`config.mk`:
```
export PLATFORM = sky130hd
export DESIGN_NAME = forest_vote_scheduler
export DESIGN_NICKNAME = d
export VERILOG_FILES = /design/src/rtl/forest_vote_scheduler.sv
export SDC_FILE = /design/constraint.sdc
export NUM_CORES = 1
export LEC_CHECK = 0
export ABC_AREA = 1
export BUFFER_PORTS_ARGS = -buffer_cell sky130_fd_sc_hd__buf_2
export CAP_MARGIN = 10
export CORE_AREA = 5 5 150 152
export CTS_BUF_LIST = sky130_fd_sc_hd__clkbuf_8 sky130_fd_sc_hd__clkbuf_16
export DETAILED_ROUTE_END_ITERATION = 8
export DIE_AREA = 0 0 155 157
export HOLD_SLACK_MARGIN = 0.12
export PLACE_DENSITY = 0.68
export REMOVE_ABC_BUFFERS = 1
export SETUP_SLACK_MARGIN = 0.15
export SLEW_MARGIN = 0
export SYNTH_ARGS = -nofsm -noshare
export SYNTH_HDL_FRONTEND = slang
export SYNTH_SLANG_ARGS = --single-unit
```
`constraint.sdc`:
```
create_clock -name clk -period 1.6 [get_ports clk]
set_clock_uncertainty 0.15 [all_clocks]
set_input_delay 0.24 -clock clk [delete_from_list [all_inputs] [get_ports clk]]
set_output_delay 0.24 -clock clk [all_outputs]
set_load 0.03 [all_outputs]
```
`src/rtl/forest_vote_scheduler.sv`:
```
// Drives NUM_TREES decision-tree instances with one broadcast sample, collects
// their done/label results and presents the majority vote on a valid/ready output.
module forest_vote_scheduler #(
   parameter int NUM_TREES  = 3,
   parameter int NUM_FEAT   = 11,
   parameter int FEAT_W     = 16,
   parameter int TREE_DEPTH = 3,
   parameter int TIMEOUT    = 15
) (
   input  logic                         clk,
   input  logic                         reset,
   input  logic                         s_valid,
   output logic                         s_ready,
   input  logic [NUM_FEAT*FEAT_W-1:0]   s_features,
   output logic [NUM_FEAT*FEAT_W-1:0]   tree_features,
   output logic                         tree_reset_n,
   output logic                         tree_start,
   output logic [3:0]                   tree_depth,
   input  logic [NUM_TREES-1:0]         tree_done,
   input  logic [NUM_TREES-1:0]         tree_label,
   output logic                         m_valid,
   input  logic                         m_ready,
   output logic                         m_label,
   output logic [2:0]                   m_votes,
   output logic                         m_timeout,
   output logic                         busy,
   output logic [15:0]                  sample_count
);

   localparam int CNT_W = $clog2(TIMEOUT + 1);

   typedef enum logic [2:0] {
      S_IDLE,
      S_CLEAR,
      S_RUN,
      S_VOTE,
      S_OUT
   } state_t;

   state_t                 state, state_nxt;
   logic [NUM_TREES-1:0]   done_mask, vote_reg;
   logic [NUM_TREES-1:0]   mask_upd, vote_upd;
   logic [CNT_W-1:0]       run_cnt;
   logic [2:0]             pop;
   logic                   all_done, run_expired;

   // Handshakes: a transfer occurs on a clk edge where valid && ready are both
   // high; the source holds data stable while valid is high and ready is low.
   assign s_ready      = (state == S_IDLE);
   assign m_valid      = (state == S_OUT);
   assign busy         = (state != S_IDLE);
   assign tree_start   = (state == S_RUN);
   assign tree_reset_n = reset && (state != S_CLEAR);
   assign tree_depth   = 4'(TREE_DEPTH);

   always_comb begin
      mask_upd    = done_mask | tree_done;
      vote_upd    = vote_reg | (tree_done & ~done_mask & tree_label);
      all_done    = &mask_upd;
      run_expired = (run_cnt == CNT_W'(TIMEOUT - 1));
      pop         = '0;
      for (int i = 0; i < NUM_TREES; i++) begin
         pop = pop + 3'(vote_reg[i] & done_mask[i]);
      end
   end

   always_comb begin
      state_nxt = state;
      case (state)
         S_IDLE:  if (s_valid) state_nxt = S_CLEAR;
         S_CLEAR: state_nxt = S_RUN;
         S_RUN:   if (all_done || run_expired) state_nxt = S_VOTE;
         S_VOTE:  state_nxt = S_OUT;
         S_OUT:   if (m_ready) state_nxt = S_IDLE;
         default: state_nxt = S_IDLE;
      endcase
   end

   always_ff @(posedge clk) begin
      if (!reset) begin
         state         <= S_IDLE;
         tree_features <= '0;
         done_mask     <= '0;
         vote_reg      <= '0;
         run_cnt       <= '0;
         m_label       <= 1'b0;
         m_votes       <= '0;
         m_timeout     <= 1'b0;
         sample_count  <= '0;
      end else begin
         state <= state_nxt;
         case (state)
            S_IDLE: begin
               if (s_valid) tree_features <= s_features;
            end
            S_CLEAR: begin
               done_mask <= '0;
               vote_reg  <= '0;
               run_cnt   <= '0;
            end
            S_RUN: begin
               done_mask <= mask_upd;
               vote_reg  <= vote_upd;
               run_cnt   <= run_cnt + CNT_W'(1);
               // A full mask on the timeout edge still counts as a clean finish.
               if (all_done)         m_timeout <= 1'b0;
               else if (run_expired) m_timeout <= 1'b1;
            end
            S_VOTE: begin
               m_votes <= pop;
               m_label <= (2 * int'(pop)) > NUM_TREES;
            end
            S_OUT: begin
               if (m_ready) sample_count <= sample_count + 16'd1;
            end
            default: ;
         endcase
      end
   end

endmodule
```
# --- Yosys cells after proc, flatten, opt, wreduce, memory -nomap -nowiden ---
# Cells that the tools add are included.
word_totals:
  reg_bits: 210
  input_bits: 186
  output_inout_bits: 206
  elab_cells: 51
classes:
  addsub: 4
  magnitude_cmp: 1
  eq_ne: 9
  n_mux: 9
  bitwise_logic: 8
  n_reduce_logical: 11
ops:
  columns: ["operator", "n"]
  rows:
  - ["$add 16x1->16 const B", 1]
  - ["$pmux 3 s5", 1]
  - ["$pmux 3 s2", 2]
  - ["$mux 3", 3]
  - ["$pmux 4 s2", 1]
  - ["$and 3x3->3", 2]
  - ["$eq 3x2->1 const B", 2]
  - ["$or 3x3->3", 2]
  - ["$reduce_and 2->1", 3]
  - ["$reduce_and 3->1", 2]
  - ["$add 4x1->4 const B", 1]
  - ["$eq 4x4->1 const B", 1]
  - ["$gt 4x2->1 const B", 1]
  - ["$ne 2x1->1 const B", 2]
  - ["$reduce_bool 2->1", 2]
  - ["$add 2x1->3", 1]
  - ["$and 1x1->1", 3]
  - ["$eq 3x1->1 const B", 1]
  - ["$eq 3x3->1 const B", 1]
  - ["$logic_not 3->1", 1]
  - ["$ne 3x1->1 const B", 1]
  - ["$not 3->3", 1]
  - ["$reduce_bool 3->1", 1]
  - ["$add 1x1->2", 1]
  - ["4 further kinds", 5]

# --- Logic depth before layout (Yosys ltp) ---
logic_depth:
  depth_word: 5
  depth_mapped: 9
  ltp_nobuf: 9

# --- Worst setup path after synthesis ---
# Ideal clock, no wire load.
synth_path:
  kind: "reg-to-reg"
  startpoint: "register sample_count[1]"
  endpoint: "register sample_count[12]"
  arrival_ps: 1363
  required_ps: 1334
  slack_ps: -29
  stages_incl_launch_ff: 9
  path_buffers: 0
  period_less_slack_ps: 1629
  path_cell_list: "dfxtp_1 -> ha_1 -> nand3_1 -> nor2_1 -> nand2_1 -> inv_2 -> nand3_1 -> nand2_1 -> nor2_1"
synth_between:
  elab_chain_len: 1
synth_rtl:
  columns: ["element", "line", "source"]
  rows:
  - ["start, declared", "27", "output logic [15:0] sample_count"]
  - ["start signal, assigned", "114", "if (m_ready) sample_count <= sample_count + 16'd1;"]
  - ["$add 16x1->16", "114", null]
# No other way between the ends.
# A chain may end at the register's enable or synchronous reset.

# --- Worst setup path after layout ---
layout_path:
  startpoint: "register state[2]"
  endpoint: "output port busy"
layout_between:
  elab_chain_len: 1
layout_rtl:
  columns: ["element", "line", "source"]
  rows:
  - ["start, declared", "40", "state_t state, state_nxt;"]
  - ["start signal, assigned", "91", "state <= state_nxt;"]
  - ["$reduce_bool 3->1", "51", "assign busy = (state != S_IDLE);"]
  - ["end, declared", "26", "output logic busy,"]
# No other way between the ends.

==> load_flow_metrics.sql <==
INSERT INTO impl_metrics (metric_group, metric, value, unit) VALUES
('critical_path', 'critPathLaunchType', 'flip-flop', ''),
('global_route', 'grt.overflow.total', '0', ''),
('global_route', 'number_of_global_route_vias_before_repair', '10100', ''),
('cells_and_area', 'post_route_core_utilization', '0.703', ''),
('cts', 'htree_levels', '1', ''),
('status', 'status', 'finished, violations left', ''),
('global_route', 'met2_capacity_usage_during_global_routing', '0.482', ''),
('critical_path', 'timing.reg2reg.setup_slack', '-260', 'ps'),
('drt', 'detailedRoute.firstPassIterationCount', '5', ''),
('global_route', 'grt_busiest_layer', 'met2', ''),
('timing', 'final_setup_slack_of_the_worst_path', '-301', 'ps'),
('logic_synthesis', 'netlist_top_cells_area', 'sky130_fd_sc_hd__dfxtp_1 (52%), sky130_fd_sc_hd__a21oi_1 (12%), sky130_fd_sc_hd__nand3_1 (12%)', ''),
('status', 'failing_checks', 'negative setup slack', ''),
('timing', 'finalCritPeriodShare', '1.19', ''),
('logic_synthesis', 'synth_area_per_cell', '7.84', 'um2'),
('critical_path', 'reg2regPathDepth', '11', ''),
('power', 'leakage', '6.63', 'nW'),
('cells_and_area', 'drive_above_1_share', '0.372', ''),
('cells_and_area', 'stdcell_count', '1926', ''),
('drt', 'viasPerCell', '5.28', ''),
('place', 'placed_cell_area', '0.0103', 'mm2'),
('flow_run', 'drv_cap', '0', ''),
('cts', 'worst_skew_pair.late_latency', '510', 'ps'),
('critical_path', 'r2r_start', 'state[2]', ''),
('critical_path', 'critPathCaptureType', 'output port', ''),
('timing', 'finalSetupViolCount', '181', ''),
('critical_path', 'crit_path_end', 'busy', ''),
('floorplan', 'floorplan.die.width', '155', 'um'),
('floorplan', 'boundaryPins', '392', ''),
('timing', 'grt_setup_unrepaired', 'yes', ''),
('logic_synthesis', 'synth.ff_latch_count', '208', ''),
('logic_synthesis', 'yosysUniqueCellTypes', '26', ''),
('timing', 'setup_total_negative_slack', '-35470', 'ps'),
('power', 'power_density', '1230', 'mW/mm2'),
('timing', 'timing.slew.headroom', '0.608', ''),
('cts', 'tritoncts', 'done', ''),
('timing', 'timing_hold_violations_final', '0', ''),
('drt', 'routed_wirelength', '36100', 'um'),
('floorplan', 'floorplan.rows', '53', ''),
('global_route', 'grt_start_max_net_pins', '67', ''),
('drt', 'detailedRoute.firstIterationViolations', '610', ''),
('timing', 'fmax', '0.526', 'GHz'),
('critical_path', 'worstPathMaxFanout', '4', ''),
('place', 'place_congestion', '0.855', ''),
('cells_and_area', 'finalInstanceArea', '0.0147', 'mm2'),
('place', 'place.detailed.hpwl', '19200', 'um'),
('cells_and_area', 'nNetsFinal', '1824', ''),
('timing', 'worst-slew-pin-transition', '586', 'ps'),
('cts', 'cts_bufs_inserted', '24', ''),
('place', 'portBuffers', '386', ''),
('floorplan', 'floorplan.initialDensity', '0.380', ''),
('global_route', 'global_route.usage.total', '0.271', ''),
('power', 'vdd_ir_drop_max', '1.02', 'mV'),
('logic_synthesis', 'yosys_warnings', '0', ''),
('min_path', 'min_path_type', 'in -> reg', ''),
('global_route', 'grt_antenna_before_repair', '0', ''),
('logic_synthesis', 'synthesis.instances', '1012', ''),
('cells_and_area', 'largest_register_ff_count', '176', ''),
('floorplan', 'design.core.area', '0.0209', 'mm2'),
('drt', 'via_count', '10200', ''),
('timing', 'slew_violations', '0', ''),
('cts', 'ctsRootBufferMaster', 'sky130_fd_sc_hd__clkbuf_16', ''),
('logic_synthesis', 'synth_sequential_area_ratio', '0.525', ''),
('floorplan', 'fp.dieH', '157', 'um'),
('cts', 'clock_path_buffers', '3', ''),
('cells_and_area', 'registers.top_by_ff_count', 'tree_features', ''),
('logic_synthesis', 'synth_area', '0.00794', 'mm2'),
('critical_path', 'required', '1210', 'ps'),
('drt', 'route.antenna.remaining_nets', '0', ''),
('critical_path', 'worst-setup-path-type', 'reg -> out', ''),
('timing', 'final_period_minus_worst_setup_slack', '1900', 'ps');
-- critical path, cell delays in order, from the launching register on --
cell and delay [ps]:
sky130_fd_sc_hd__dfxtp_2 340, sky130_fd_sc_hd__nor2_4 140, sky130_fd_sc_hd__inv_4 60, sky130_fd_sc_hd__nor2_8 110, sky130_fd_sc_hd__buf_6 110, sky130_fd_sc_hd__buf_12 90, sky130_fd_sc_hd__inv_4 30, sky130_fd_sc_hd__buf_6 130
-- synthesized netlist by cell type --
cell type,instances
sky130_fd_sc_hd__nand2_1,219
sky130_fd_sc_hd__o211ai_1,1
sky130_fd_sc_hd__xnor2_1,1
sky130_fd_sc_hd__a211oi_1,1
sky130_fd_sc_hd__nor3_1,10
sky130_fd_sc_hd__inv_1,31
sky130_fd_sc_hd__ha_1,3
sky130_fd_sc_hd__buf_1,1
sky130_fd_sc_hd__buf_2,10
sky130_fd_sc_hd__fa_1,1
sky130_fd_sc_hd__nor3b_1,2
sky130_fd_sc_hd__o21ai_0,10
sky130_fd_sc_hd__buf_4,35
sky130_fd_sc_hd__inv_2,4
sky130_fd_sc_hd__nor2_1,37
sky130_fd_sc_hd__clkinv_1,1
sky130_fd_sc_hd__conb_1,2
sky130_fd_sc_hd__o21bai_1,1
sky130_fd_sc_hd__dfxtp_1,208
sky130_fd_sc_hd__clkbuf_1,40
sky130_fd_sc_hd__or2_2,3
sky130_fd_sc_hd__nand2_2,2
sky130_fd_sc_hd__a21oi_1,197
sky130_fd_sc_hd__nand3_1,185
sky130_fd_sc_hd__nor2_8,1
sky130_fd_sc_hd__nand4_1,6
-- worst min-delay path by stage --
stage / start / end / cells past startpoint / slack [ps]
2_1_floorplan: reset / sample_count[15] / 2 / 210
3_5_place_dp: vote_reg[2] / vote_reg[2] / 2 / 290
6_report: reset / sample_count[11] / 5 / 200
5_1_grt: reset / sample_count[14] / 5 / 200
4_1_cts: s_valid / tree_features[59] / 4 / 210
3_3_place_gp: vote_reg[2] / vote_reg[2] / 2 / 290
-- cell families after synthesis --
| kind of cell | Yosys count | synth area share |
|---|---|---|
| and+or+nand+nor | 465 | 0.257 |
| AOI/OAI and AO/OA | 210 | 0.133 |
| DFF | 208 | 0.525 |
| buffers and inverters | 122 | 0.0758 |
| adders and majority gates | 4 | 0.00725 |
| other | 2 | 0.000946 |
| xor gates and xnor gates | 1 | 0.00110 |
-- report_power, final --
part / leakage [nW] / internal [W] / switching [W]
Combinational: 4.52 / 0.00315 / 0.00364
Clock: 0.401 / 0.00317 / 0.00212
Sequential: 1.71 / 0.00570 / 0.000325
-- per-stage QoR --
| stage | power, W | worst slack, ps | hold WS (ps) |
|---|---|---|---|
| after detailed placement | 0.0103 | -48.6 | 290 |
| after floorplan | 0.00845 | -2550 | 210 |
| final | 0.0181 | -301 | 205 |
| after global placement | 0.0103 | -5.72 | 289 |
| after global routing | 0.0188 | -353 | 201 |
| after CTS | 0.0176 | -302 | 209 |
-- metal layers --
layer	vias to the layer above	part of all wire
li1	4645	-
met1	4793	0.36
met2	592	0.50
met3	146	0.086
met4	0	0.053
met5	-	0
-- repair_timing --
| action | in CTS | in global routing |
|---|---|---|
| endpoints found under the hold margin | 205 | 2 |
| pin swaps | 5 | 21 |
| resized for setup | 159 | 76 |
| hold buffers | 185 | 1 |
| setup endpoints to repair | 250 | 360 |
| buffers inserted | 22 | 18 |
| cloned | 25 | 2 |
-- cell usage in the layout, fill, tap and decap left out, types with 4 or more instances in the layout --
master / instances
sky130_fd_sc_hd__buf_2: 325
sky130_fd_sc_hd__nand2_1: 196
sky130_fd_sc_hd__a21oi_1: 190
sky130_fd_sc_hd__dfxtp_1: 187
sky130_fd_sc_hd__dlygate4sd3_1: 185
sky130_fd_sc_hd__nand3_1: 178
sky130_fd_sc_hd__buf_4: 67
sky130_fd_sc_hd__buf_6: 44
sky130_fd_sc_hd__inv_1: 32
sky130_fd_sc_hd__nor2_1: 29
sky130_fd_sc_hd__clkbuf_16: 26
sky130_fd_sc_hd__buf_16: 26
sky130_fd_sc_hd__buf_12: 24
sky130_fd_sc_hd__nand2_2: 23
sky130_fd_sc_hd__dfxtp_2: 15
sky130_fd_sc_hd__nor3_1: 9
sky130_fd_sc_hd__o21ai_0: 9
sky130_fd_sc_hd__clkbuf_8: 8
sky130_fd_sc_hd__a21oi_2: 7
sky130_fd_sc_hd__nand3_2: 6
sky130_fd_sc_hd__nand4_1: 6
sky130_fd_sc_hd__dfxtp_4: 6
sky130_fd_sc_hd__nor2_2: 5
sky130_fd_sc_hd__conb_1: 5
sky130_fd_sc_hd__clkinv_2: 5
sky130_fd_sc_hd__nand2_8: 4
-- final cells by class --
| type | instances | area (um2) |
|---|---|---|
| clock inverters | 8 | 36.3 |
| repair buffers | 676 | 5780 |
| inverters | 36 | 150 |
| clock buffers | 33 | 736 |
| fillers | 1366 | 6190 |
| well taps | 275 | 344 |
| flip-flops and latches | 208 | 4210 |
| multi-input cells | 688 | 3440 |
| diodes | 2 | 5.00 |
Power figures use the tool's default switching activity.
